File: config.mk
export PLATFORM = sky130hd
export DESIGN_NAME = rotary_dial_encoder_flat
export DESIGN_NICKNAME = d
export VERILOG_FILES = /design/src/rtl/rotary_dial_encoder_pkg.sv /design/src/rtl/rotary_dial_encoder_if.sv /design/src/rtl/rotary_dial_encoder_input_debouncer.sv /design/src/rtl/rotary_dial_encoder.sv /design/src/flat_wrapper.sv
export SDC_FILE = /design/constraint.sdc
export NUM_CORES = 1
export LEC_CHECK = 0
export ABC_AREA = 1
export BUFFER_PORTS_ARGS = -buffer_cell sky130_fd_sc_hd__clkbuf_2
export CAP_MARGIN = 20
export CORE_ASPECT_RATIO = 0.8
export CORE_MARGIN = 3
export CORE_UTILIZATION = 55
export CTS_BUF_LIST = sky130_fd_sc_hd__clkbuf_4 sky130_fd_sc_hd__clkbuf_8
export CTS_CLUSTER_SIZE = 10
export DETAILED_ROUTE_END_ITERATION = 10
export PLACE_DENSITY = 0.73
export RECOVER_POWER = 100
export SYNTH_ARGS = -nofsm -noshare
export SYNTH_HDL_FRONTEND = slang
export SYNTH_SLANG_ARGS = --single-unit
File: constraint.sdc
create_clock -name clock -period 3.7 [get_ports clock]
set_clock_uncertainty 0.2 [all_clocks]
set_input_delay 0.74 -clock clock [delete_from_list [all_inputs] [get_ports clock]]
set_output_delay 0.74 -clock clock [all_outputs]
set_load 0.01 [all_outputs]
File: src/rtl/rotary_dial_encoder_pkg.sv
// Shared types and helpers for the vault dial front end: quadrature state
// encoding, position width and the transition classifier.
package dial_pkg;

    localparam int CODE_W = 5;

    // Enumerated in up-rotation order, so a legal up move is +1 modulo 4.
    typedef enum logic [1:0] {
        Q00 = 2'd0,
        Q10 = 2'd1,
        Q11 = 2'd2,
        Q01 = 2'd3
    } quad_state_t;

    typedef struct packed {
        logic [1:0] delta;   // two's complement: 01 = +1, 11 = -1, 00 = none
        logic       illegal;
    } quad_step_t;

    function automatic quad_state_t ab_to_state(input logic a, input logic b);
        quad_state_t s;
        case ({a, b})
            2'b00:   s = Q00;
            2'b10:   s = Q10;
            2'b11:   s = Q11;
            default: s = Q01;
        endcase
        return s;
    endfunction

    function automatic quad_step_t quad_delta(input quad_state_t prev, input quad_state_t next);
        quad_step_t r;
        logic [1:0] p;
        logic [1:0] n;
        logic [1:0] diff;
        p = prev;
        n = next;
        diff = n - p;
        r.delta = 2'b00;
        r.illegal = 1'b0;
        case (diff)
            2'd1:    r.delta = 2'b01;
            2'd3:    r.delta = 2'b11;
            2'd2:    r.illegal = 1'b1;
            default: r.delta = 2'b00;
        endcase
        return r;
    endfunction

endpackage

File: src/rtl/rotary_dial_encoder_if.sv
// Signal bundle between the dial front end and its consumer. The `clear`
// input exists only when DIAL_CLEAR_EN is defined.
interface rotary_dial_encoder_if;
    import dial_pkg::*;

    // Raw encoder phases have no handshake: they are level inputs sampled
    // every clock; step/quad_err are single-cycle strobes with no ready.
    logic              rot_a;
    logic              rot_b;
    logic [CODE_W-1:0] vault_code;
    logic              direction;
    logic              step;
    logic              quad_err;
    quad_state_t       quad_dbg;
`ifdef DIAL_CLEAR_EN
    logic              clear;

    modport master (
        output rot_a, rot_b, clear,
        input  vault_code, direction, step, quad_err, quad_dbg
    );
    modport slave (
        input  rot_a, rot_b, clear,
        output vault_code, direction, step, quad_err, quad_dbg
    );
`else
    modport master (
        output rot_a, rot_b,
        input  vault_code, direction, step, quad_err, quad_dbg
    );
    modport slave (
        input  rot_a, rot_b,
        output vault_code, direction, step, quad_err, quad_dbg
    );
`endif

endinterface

File: src/rtl/rotary_dial_encoder_input_debouncer.sv
// Two-flop synchroniser followed by a stability counter; the output only
// follows the synced input after DEBOUNCE_CYCLES consecutive differing cycles.
module input_debouncer #(
    parameter int DEBOUNCE_CYCLES = 1000
) (
    input  logic clock,
    input  logic n_reset,
    input  logic din,
    output logic dout
);

    localparam int CW = $clog2(DEBOUNCE_CYCLES + 1);

    logic          sync1_q, sync1_d;
    logic          sync2_q, sync2_d;
    logic          stable_q, stable_d;
    logic [CW-1:0] cnt_q, cnt_d;

    always_comb begin
        sync1_d  = din;
        sync2_d  = sync1_q;
        stable_d = stable_q;
        cnt_d    = '0;
        if (sync2_q != stable_q) begin
            cnt_d = cnt_q + CW'(1);
            // Clearing on acceptance keeps the counter in range if the
            // input flips again right away.
            if (cnt_d == CW'(DEBOUNCE_CYCLES)) begin
                stable_d = sync2_q;
                cnt_d    = '0;
            end
        end
    end

    always_ff @(posedge clock or negedge n_reset) begin
        if (!n_reset) begin
            sync1_q  <= 1'b0;
            sync2_q  <= 1'b0;
            stable_q <= 1'b0;
            cnt_q    <= '0;
        end else begin
            sync1_q  <= sync1_d;
            sync2_q  <= sync2_d;
            stable_q <= stable_d;
            cnt_q    <= cnt_d;
        end
    end

    assign dout = stable_q;

endmodule

File: src/rtl/rotary_dial_encoder.sv
// Vault dial front end: debounced quadrature decode into a wrapping position.
// Optional synchronous position clear is enabled with DIAL_CLEAR_EN.
module rotary_dial_encoder
    import dial_pkg::*;
#(
    parameter int CODE_MAX        = 31,
    parameter int DEBOUNCE_CYCLES = 1000
) (
    input logic                  clock,
    input logic                  n_reset,
    rotary_dial_encoder_if.slave bus
);

    logic              stable_a, stable_b;
    quad_state_t       quad_q, quad_d;
    quad_step_t        qs;
    logic [2:0]        substep_q, substep_d;
    logic [3:0]        sub_sum;
    logic [CODE_W-1:0] vault_code_q, vault_code_d;
    logic              direction_q, direction_d;
    logic              step_q, step_d;
    logic              quad_err_q, quad_err_d;

    input_debouncer #(.DEBOUNCE_CYCLES(DEBOUNCE_CYCLES)) u_deb_a (
        .clock   (clock),
        .n_reset (n_reset),
        .din     (bus.rot_a),
        .dout    (stable_a)
    );

    input_debouncer #(.DEBOUNCE_CYCLES(DEBOUNCE_CYCLES)) u_deb_b (
        .clock   (clock),
        .n_reset (n_reset),
        .din     (bus.rot_b),
        .dout    (stable_b)
    );

    always_ff @(posedge clock or negedge n_reset) begin
        if (!n_reset) begin
            quad_q       <= Q00;
            substep_q    <= '0;
            vault_code_q <= '0;
            direction_q  <= 1'b0;
            step_q       <= 1'b0;
            quad_err_q   <= 1'b0;
        end else begin
            quad_q       <= quad_d;
            substep_q    <= substep_d;
            vault_code_q <= vault_code_d;
            direction_q  <= direction_d;
            step_q       <= step_d;
            quad_err_q   <= quad_err_d;
        end
    end

    // The FSM always adopts the debounced phase pair, even after an illegal jump.
    always_comb begin
        quad_d = ab_to_state(stable_a, stable_b);
    end

    always_comb begin
        qs           = quad_delta(quad_q, quad_d);
        sub_sum      = {substep_q[2], substep_q} + {{2{qs.delta[1]}}, qs.delta};
        substep_d    = substep_q;
        vault_code_d = vault_code_q;
        direction_d  = direction_q;
        step_d       = 1'b0;
        quad_err_d   = 1'b0;
        if (qs.illegal) begin
            quad_err_d = 1'b1;
            substep_d  = '0;
        end else if (quad_d != quad_q) begin
            if (quad_d == Q00) begin
                substep_d = '0;
                if (sub_sum == 4'b0100) begin
                    step_d       = 1'b1;
                    direction_d  = 1'b1;
                    vault_code_d = (vault_code_q == CODE_W'(CODE_MAX)) ? '0
                                                                       : vault_code_q + CODE_W'(1);
                end else if (sub_sum == 4'b1100) begin
                    step_d       = 1'b1;
                    direction_d  = 1'b0;
                    vault_code_d = (vault_code_q == '0) ? CODE_W'(CODE_MAX)
                                                        : vault_code_q - CODE_W'(1);
                end
            end else begin
                substep_d = sub_sum[2:0];
            end
        end
`ifdef DIAL_CLEAR_EN
        // Clear overrides a coincident step; sub-step reset above still applies.
        if (bus.clear) begin
            vault_code_d = '0;
            direction_d  = direction_q;
            step_d       = 1'b0;
        end
`endif
    end

    assign bus.vault_code = vault_code_q;
    assign bus.direction  = direction_q;
    assign bus.step       = step_q;
    assign bus.quad_err   = quad_err_q;
    assign bus.quad_dbg   = quad_q;

endmodule

File: src/flat_wrapper.sv
// flat-port wrapper written by rule: the top's interface ports become plain ports
module rotary_dial_encoder_flat import dial_pkg::*;
#(
    parameter int CODE_MAX        = 31,
    parameter int DEBOUNCE_CYCLES = 1000
)
  (clock, n_reset, bus_rot_a, bus_rot_b, bus_vault_code, bus_direction, bus_step, bus_quad_err, bus_quad_dbg);
  rotary_dial_encoder_if bus_i ();
  input logic clock;
  input logic n_reset;
  input wire logic [$bits(bus_i.rot_a)-1:0] bus_rot_a;
  input wire logic [$bits(bus_i.rot_b)-1:0] bus_rot_b;
  output wire logic [$bits(bus_i.vault_code)-1:0] bus_vault_code;
  output wire logic [$bits(bus_i.direction)-1:0] bus_direction;
  output wire logic [$bits(bus_i.step)-1:0] bus_step;
  output wire logic [$bits(bus_i.quad_err)-1:0] bus_quad_err;
  output wire logic [$bits(bus_i.quad_dbg)-1:0] bus_quad_dbg;
  assign bus_i.rot_a = bus_rot_a;
  assign bus_i.rot_b = bus_rot_b;
  assign bus_vault_code = bus_i.vault_code;
  assign bus_direction = bus_i.direction;
  assign bus_step = bus_i.step;
  assign bus_quad_err = bus_i.quad_err;
  assign bus_quad_dbg = bus_i.quad_dbg;
  rotary_dial_encoder #(.CODE_MAX(CODE_MAX), .DEBOUNCE_CYCLES(DEBOUNCE_CYCLES)) u_core (.clock(clock), .n_reset(n_reset), .bus(bus_i));
endmodule
==> results.toml <==
[status]
status = "finished with violations"
violations = "max-capacitance violations, max-slew violations"

[sta]
max_slew_margin_pct = -32.7
max_freq_ghz = 0.322
setup_viol = 0
finalHoldViolCount = 0
min_period_ps = 3110
period_share_pct = 84.0
fin_hold_ws_ps = 171
tns_ps = 0
maxSlewViolCount = 40
worst_slew_pin_slew_ps = 1990
grt_setup_unrepaired = "false"

[synthesis]
ys_ff_latch = 39
synth_edf_count = 0
syn_area_per_cell_um2 = 8.52
netlist_instances = 263
synthTopCellsByArea = "dfrtp_1 44%, nand2_1 8.2%, inv_1 6.2%, ha_1 6.1%, nand3_1 5.1%"
synth_area_um2 = 2240
yosys.area.top_type = "dfrtp_1"
ys.warnings.count = 0
synth_most_common_cell = "nand2_1"
ys.flop_type = "dfrtp_1"
synth_top_area_share_pct = 43.6
syn_nets = 278
async_reset_ff_share_pct = 100
ys_seq_area_share_pct = 43.6
synth_commonest_cells = "49 x nand2_1, 39 x dfrtp_1, 37 x inv_1"
yosysUniqueCellTypes = 34

[critical_path]
cp_cell_sequence = "inv_1 -> ha_1 -> inv_1 -> ha_1 -> inv_1 -> nand3_1 -> nand2_1 -> inv_1 -> ha_1 -> nor2_1 -> nand3_1 -> nor2_1 -> nand2_1 -> nand2_1 -> nand3_1 -> nand2_1"
critPathLaunchType = "flop"
reg2reg_to = "u_core.bus.vault_code[4]$_DFFE_PN0P_"
cp.depth = 16
crit_type = "flop to flop"
slowest_stage = "dfrtp_1"
crit_end = "u_core.bus.vault_code[4]$_DFFE_PN0P_"
startpoint = "u_core.u_deb_a.dout$_DFFE_PN0P_"
reg2reg_slack_ps = 590
crit_fanout = 5
cp.arrival_ps = 3140
critPathCaptureType = "flop"
critPathMaxStageDelay_ps = 400
path_buf_inv = 4
r2r-start = "u_core.u_deb_a.dout$_DFFE_PN0P_"
worst_r2r_path_depth = 16
required_ps = 3730
cpLargestDelayFamily = "simple AND/OR/NAND/NOR gates"

[min_path]
hold_depth = 0
hold_start = "u_core.u_deb_a.sync1_q$_DFF_PN0_"
min_path_type = "flop to flop"

[cells_and_area]
layout-drive-gt1-share_pct = 13.0
diodes = 0
fin_cells = 339
final_area_um2 = 2430
synthToLayoutAreaGrowth_pct = 8.65
nets = 298

[global_route]
grt_max_degree = 40
gr-total-overflow = 0
first_global_vias = 1606
grt_pass1_wl_mm = 7.08
grt_use_total_pct = 18.0
grt_antenna_before_repair = 0

[drt]
drt_iter0_drc = 97
antenna_left = 0
wirelength_mm = 3.79
vias = 1653
routedWlPerCell_um = 11.2
viasPerCell = 4.88
dr.pass1.iters = 4
drc = 0

[die]
placementRows = 20
die_area_um2 = 4880
coreArea_um2 = 3850
die_w_um = 77.4
start_util_pct = 58.1
io_pins = 14
die_h_um = 63.1

[clock_network]
cts.sinks = 39
h-tree-depth = 2
clk_pin_slew_ps = 80
cts_resized = 0
ctsRootBufferMaster = "clkbuf_8"
cts_setup_buffers = 0
hold_buffers = 0
cts_buffers = 5
clk_latency_ps = 290
cts_buffer_depth = 2
cts_tree = "yes"

[placement]
placed_cells_incl_taps = 331
io_buffers = 13
hpwl_mm = 2.86
gp_congestion = 0.852
place_area_um2 = 2370

[power_and_ir_drop]
powerDensity_nw_per_um2 = 341
p_leak_uw = 0.00125
ir_drop_uv = 259

[job]
max-cap-violations = 1
==> cell usage in the layout, fill, tap and decap left out, drive strengths merged, types with 2 or more instances in the layout <==
cell / count
clkinv: 4
nand3: 28
clkbuf: 19
nand3b: 3
xor2: 14
dfrtp: 39
xnor2: 3
inv: 42
nor3: 7
nand2: 56
nor2: 36
or2: 3
nand4: 5
o21ai: 5
ha: 11
nor3b: 2
==> sequential cells by signal, indices dropped and copies added, names as in the netlist <==
register                flops
u_core.bus.direction        1
u_core.bus.quad_dbg         2
u_core.bus.quad_err         1
u_core.bus.step             1
u_core.bus.vault_code       5
u_core.substep_q            3
u_core.u_deb_a.cnt_q       10
u_core.u_deb_a.dout         1
u_core.u_deb_a.sync1_q      1
u_core.u_deb_a.sync2_q      1
u_core.u_deb_b.cnt_q       10
u_core.u_deb_b.dout         1
u_core.u_deb_b.sync1_q      1
u_core.u_deb_b.sync2_q      1
==> metrics by stage <==
stage | total power [uW] | worst slack (ps) | util [%]
global route | 866 | 216 | 63.2
CTS | 841 | 672 | 64.7
detailed placement | 473 | 695 | 61.6
floorplan | 460 | 929 | -
global placement | 473 | 778 | 61.6
finish | 830 | 590 | 63.2
==> worst min-delay path by stage <==
stage	slack, ps	to
detailed placement	160	u_core.u_deb_a.sync2_q$_DFF_PN0_
global placement	160	u_core.u_deb_a.sync2_q$_DFF_PN0_
global route	180	u_core.u_deb_a.sync2_q$_DFF_PN0_
finish	170	u_core.u_deb_a.sync2_q$_DFF_PN0_
CTS	170	u_core.u_deb_a.sync2_q$_DFF_PN0_
floorplan	130	u_core.u_deb_a.sync2_q$_DFF_PN0_
==> area by class of cell <==
class	count	area, um^2
fill	356	1420
multi-input combinational	179	1050
sequential	39	976
inverter	45	174
clock buffer	6	82.6
tap	55	68.8
timing repair buffer	13	51.3
clock inverter	2	35.0
==> power by group <==
group	switching, uW	total (uW)	internal, uW	leakage, uW
clock	149	367	218	0.0000612
combinational	17.2	23.5	6.29	0.000657
sequential	5.38	439	433	0.000531
total	172	830	658	0.00125
==> cells by family after synthesis <==
logic type | synth area share (%)
adders and majority gates | 6.14
buffers and inverters | 7.76
and+or+nand+nor | 32.7
AOI/OAI and AO/OA | 2.85
DFF | 43.6
xor gates and xnor gates | 6.98
==> worst register-to-register path, delay by kind of cell, from the launching register on <==
kind                     cells  cell delay, ps
AND/OR/NAND/NOR              9            1190
adder cells (fa/ha/maj)      3             900
flip-flops                   1             400
buffers and inverters        4             350
==> routing by layer <==
layer | vias up | global-route usage [%] | share of wire (%)
li1 | 862 | - | -
met3 | 5 | 4.43 | 4.8
met2 | 32 | 27.2 | 41
met5 | - | 0 | 0
met4 | 0 | 5.33 | 1.1
met1 | 754 | 25.8 | 53
Power figures use the tool's default switching activity.
